`src/rtl/bist_arbiter.sv`:
```
// Round-robin arbiter and session sequencer sharing one BIST controller among
// N_REQ requesters, with watchdog abort and a sticky per-requester result.
module bist_arbiter #(
  parameter int N_REQ   = 4,
  parameter int TIMEOUT = 255
) (
  input  logic             clk,
  input  logic             reset_n,
  input  logic [N_REQ-1:0] req,
  output logic [N_REQ-1:0] grant,
  output logic             busy,
  output logic             bist_start,
  output logic             bist_reset,
  input  logic             bist_end,
  input  logic             bist_pass,
  output logic [N_REQ-1:0] done,
  output logic [N_REQ-1:0] result_pass,
  output logic             timeout_err
);

  localparam int IDX_W = $clog2(N_REQ);
  localparam int TMR_W = $clog2(TIMEOUT + 1);

  typedef enum logic [2:0] {
    S_IDLE,
    S_START,
    S_WAIT_END,
    S_ABORT,
    S_RELEASE
  } state_t;

  state_t             state;
  logic [IDX_W-1:0]   ptr;      // last-served requester, and owner during a session
  logic [TMR_W-1:0]   timer;
  logic               to_flag;
  logic               found;
  logic [IDX_W-1:0]   win_idx;
  int                 cand;

  // Search upward from ptr+1 with wrap-around; the owner itself is checked last.
  always_comb begin
    // NOTE: every variable gets a default first, so no path leaves it unassigned and no latch is inferred.
    found   = 1'b0;
    win_idx = ptr;
    cand    = 0;
    for (int i = 1; i <= N_REQ; i++) begin
      cand = int'(ptr) + i;
      if (cand >= N_REQ) cand = cand - N_REQ;
      if (!found && req[cand[IDX_W-1:0]]) begin
        found   = 1'b1;
        win_idx = cand[IDX_W-1:0];
      end
    end
  end

  always_ff @(posedge clk or negedge reset_n) begin
    if (!reset_n) begin
      state       <= S_IDLE;
      ptr         <= IDX_W'(N_REQ - 1);
      timer       <= '0;
      to_flag     <= 1'b0;
      grant       <= '0;
      busy        <= 1'b0;
      bist_start  <= 1'b0;
      bist_reset  <= 1'b0;
      done        <= '0;
      result_pass <= '0;
      timeout_err <= 1'b0;
    end else begin
      // NOTE: sequential state uses non-blocking assignments so every register sees pre-edge values.
      bist_start  <= 1'b0;
      bist_reset  <= 1'b0;
      done        <= '0;
      timeout_err <= 1'b0;
      case (state)
        S_IDLE: begin
          if (found) begin
            grant      <= N_REQ'(1) << win_idx;
            ptr        <= win_idx;
            bist_start <= 1'b1;
            busy       <= 1'b1;
            state      <= S_START;
          end
        end
        S_START: begin
          timer <= '0;
          state <= S_WAIT_END;
        end
        S_WAIT_END: begin
          if (bist_end) begin
            result_pass[ptr] <= bist_pass;
            done             <= grant;
            state            <= S_RELEASE;
          end else if (!req[ptr]) begin
            result_pass[ptr] <= 1'b0;
            bist_reset       <= 1'b1;
            state            <= S_ABORT;
          end else if (timer == TMR_W'(TIMEOUT)) begin
            to_flag          <= 1'b1;
            result_pass[ptr] <= 1'b0;
            bist_reset       <= 1'b1;
            state            <= S_ABORT;
          end else begin
            timer <= timer + TMR_W'(1);
          end
        end
        S_ABORT: begin
          done        <= grant;
          timeout_err <= to_flag;
          to_flag     <= 1'b0;
          state       <= S_RELEASE;
        end
        S_RELEASE: begin
          grant <= '0;
          busy  <= 1'b0;
          state <= S_IDLE;
        end
        default: state <= S_IDLE;
      endcase
    end
  end

endmodule

```
`config.mk`:
```
export PLATFORM = sky130hd
export DESIGN_NAME = bist_arbiter
export DESIGN_NICKNAME = d
export VERILOG_FILES = /design/src/rtl/bist_arbiter.sv
export SDC_FILE = /design/constraint.sdc
export NUM_CORES = 1
export LEC_CHECK = 0
export ABC_AREA = 1
export ABC_CLOCK_PERIOD_IN_PS = 2300
export BUFFER_PORTS_ARGS = -buffer_cell sky130_fd_sc_hd__buf_2
export CAP_MARGIN = 20
export CORE_MARGIN = 2
export CORE_UTILIZATION = 45
export DETAILED_ROUTE_END_ITERATION = 16
export GPL_TIMING_DRIVEN = 1
export MAX_ROUTING_LAYER = met4
export PLACE_DENSITY = 0.64
export SLEW_MARGIN = 20
export SYNTH_ARGS = -nofsm -noshare
export SYNTH_HDL_FRONTEND = slang
export SYNTH_SLANG_ARGS = --single-unit
export TNS_END_PERCENT = 10
```
`constraint.sdc`:
```
create_clock -name clk -period 2.3 [get_ports clk]
set_input_delay 0.345 -clock clk [delete_from_list [all_inputs] [get_ports clk]]
set_output_delay 0.345 -clock clk [all_outputs]
set_load 0.01 [all_outputs]
```
==> impl_metrics.tcl <==
set metrics [dict create \
    gr-usage-all-layers_pct 17.9 \
    status "finished, final reports clean" \
    place_area_um2 2050 \
    required_ns 2.47 \
    worst_pin_slew_ns 0.662 \
    setup.worst_path.start "ptr[1]" \
    syn-cell-area_um2 1880 \
    clock_latency_ns 0.28 \
    vias 1483 \
    portBuffers 23 \
    drive_gt1_share_pct 29.1 \
    ys.flop_type "dfrtp_1" \
    clkSinkCount 30 \
    cts_resized 0 \
    slew_headroom_pct 55.9 \
    dp_hpwl_um 2610 \
    cts_tree "yes" \
    peakVddDrop_mv 0.904 \
    post-cts-setup-buffer-count 0 \
    finalCritPeriodShare_pct 87.5 \
    setup_violations 0 \
    first_pass_iters 4 \
    criticalPathCategory "register to register" \
    yosysWarnings 0 \
    arrival_ns 2.18 \
    die_w_um 68.6 \
    setup_tns_ns 0 \
    drcViolationCount 0 \
    path_clk_slew_ns 0.07 \
    grt_max_degree 31 \
    wl_um 3440 \
    p_comb_share_pct 54.9 \
    clockBufferDepth 2 \
    htreeDepth 2 \
    antenna_found_initial 0 \
    critPathLaunchType "register" \
    top_level_ports 24 \
    fin_crit_ns 2.01 \
    yosysSeqAreaShare_pct 40.1 \
    finClkSkew_ns 0.00722 \
    rows 23 \
    start_util_pct 47.0 \
    hold_violations 0 \
    p_seq_share_pct 24.7 \
    synth_fp_nets 240 \
    viasPerCell 4.81 \
    die_area_um2 4710 \
    drt_iter0_drc 52 \
    grt_pass1_wl_um 6070 \
    r2r_start "ptr[1]" \
    fillers 390 \
    core_area_um2 4000 \
    switching_power_w 0.00148 \
    cts-buffers-inserted 5 \
    synthDistinctLibCells 29 \
    synth_top_area_share_pct 37.3 \
    hold_buffers 0 \
    path_max_fanout 10 \
    grt-ovfl-total 0 \
    cp-end-kind "register" \
    fin_hold_ws_ns 0.0945 \
    first_global_vias 1424 \
    synth.avg_cell_area_um2 8.28 \
    nets 270 \
    max-cap-violations 0 \
    final_cell_area_um2 2190 \
    worstRegToRegCells 11 \
    die_h_um 68.6 \
    wl_per_cell_um 11.2 \
    gp_congestion 0.839 \
    power_density_nw_per_um2 1480 \
    fmax_ghz 0.497 \
    p_clk_share_pct 20.5 \
    rsz0062_at_grt "no" \
    antenna_cells 0 \
    r2r_end "grant[3]" \
    synth_area_leaders "dfrtp_1 (37%), nand2_1 (9.8%), nand3_1 (6.7%)" \
    syn_to_final_growth_pct 16.6 \
    async_flop_share_pct 100 \
    ff2ff_setup_slack_ns 0.29 \
    maxSlewViolCount 0 \
    synth-edff-count 0 \
    cp-endpoint "grant[3]" \
    p_int_w 0.00176 \
    synth_cells 227 \
    min_path_type "input port to asynchronous set/reset pin" \
    cts-root-buf "clkbuf_8" \
    yosys_register_bits 30 \
    synth_top_area_cell "dfrtp_1" \
    switching_share_pct 45.7 \
    detail-route-antenna-nets 0 \
    p_leak_nw 1.16 \
]
==> placed cells by master (no fill, tap or decap), drive strengths merged <==
master and instances:
nor4 1, ha 5, bufinv 2, dfrtp 28
dfstp 2, nand4 7, o21a 4, inv 38
xor2 4, nor2 21, buf 25, nand2 67
xnor2 1, a22oi 1, nand3 32, o21ai 11
nor3 2, a21oi 1, clkbuf 6
==> cells in the mapped netlist (2+ instances only) <==
library cell	count
inv_1	33
nand2_1	49
o21ai_2	4
nor2_4	2
nand3_2	7
nand2_2	11
nand3_1	25
o21a_1	4
xor2_1	4
inv_2	2
o21ai_0	6
nor3_1	2
dfrtp_1	28
buf_6	2
nand2_4	7
nand4_1	5
inv_6	2
dfstp_2	2
nor2_1	18
ha_1	5
==> final cells by class <==
cell class,instances,area (um2),share of cell area (%)
inverter,38,155,7.08
clock buffer,6,82.6,3.77
timing repair buffer,25,130,5.94
multi-input combinational,157,948,43.3
clock inverter,2,60.1,2.74
tap,50,62.6,2.85
sequential,30,753,34.4
==> how the worst min path moves through the flow <==
stage                  from          end  slack [ns]  cells past startpoint
floorplan           reset_n   bist_reset        0.05                      0
finish              reset_n     timer[5]        0.09                      1
CTS                 reset_n     timer[5]        0.12                      1
global placement    reset_n     timer[5]        0.43                      1
global route        reset_n  timeout_err        0.14                      1
detailed placement  reset_n     timer[5]        0.42                      1
==> per-layer routing <==
layer	global-route usage (%)	wire [um]
met3	4.38	151
met1	22.0	1680
met5	-	0
met4	6.00	27
met2	28.7	1580
==> critical path, stage by stage (launching register included) <==
cell,delay [ns]
dfstp_2,0.60
inv_1,0.12
ha_1,0.38
inv_1,0.12
nand3_2,0.12
nand2_4,0.07
inv_6,0.08
nand4_4,0.09
nand2_4,0.14
inv_4,0.05
nand3_1,0.06
nand2_1,0.05
==> power groups by stage <==
stage / combinational [W] / clock, W / sequential, W
floorplan: 0.00142 / 0 / 0.000845
global placement: 0.00179 / 0 / 0.000810
detailed placement: 0.00180 / 0 / 0.000809
CTS: 0.00181 / 0.000675 / 0.000802
global route: 0.00201 / 0.000702 / 0.000823
finish: 0.00178 / 0.000664 / 0.000800
==> sequential cells by signal, summed over array words and instances, names as in the netlist <==
register / count
timer: 8
done: 4
grant: 4
result_pass: 4
state: 3
ptr: 2
bist_reset: 1
bist_start: 1
busy: 1
timeout_err: 1
to_flag: 1
==> through the flow <==
step                setup WS (ns)  util [%]  power, W  cells
finish                      0.287      54.8   0.00324    308
floorplan                   0.464         -   0.00226    227
CTS                         0.284      54.8   0.00328    308
detailed placement          0.289      51.2   0.00261    300
global placement            0.350      51.2   0.00260    300
global route                0.121      54.8   0.00353    308
==> kinds of logic (layout without fill, tap and decap cells) <==
logic type,count (synthesis),count (layout),synth area share (%)
AOI/OAI and AO/OA,17,17,6.59
DFF,30,30,40.1
and+or+nand+nor,130,130,38.2
buffers and inverters,40,71,9.45
xor gates and xnor gates,5,5,2.33
adders and majority gates,5,5,3.33
Note: power is estimated with default switching activity, not from simulation.
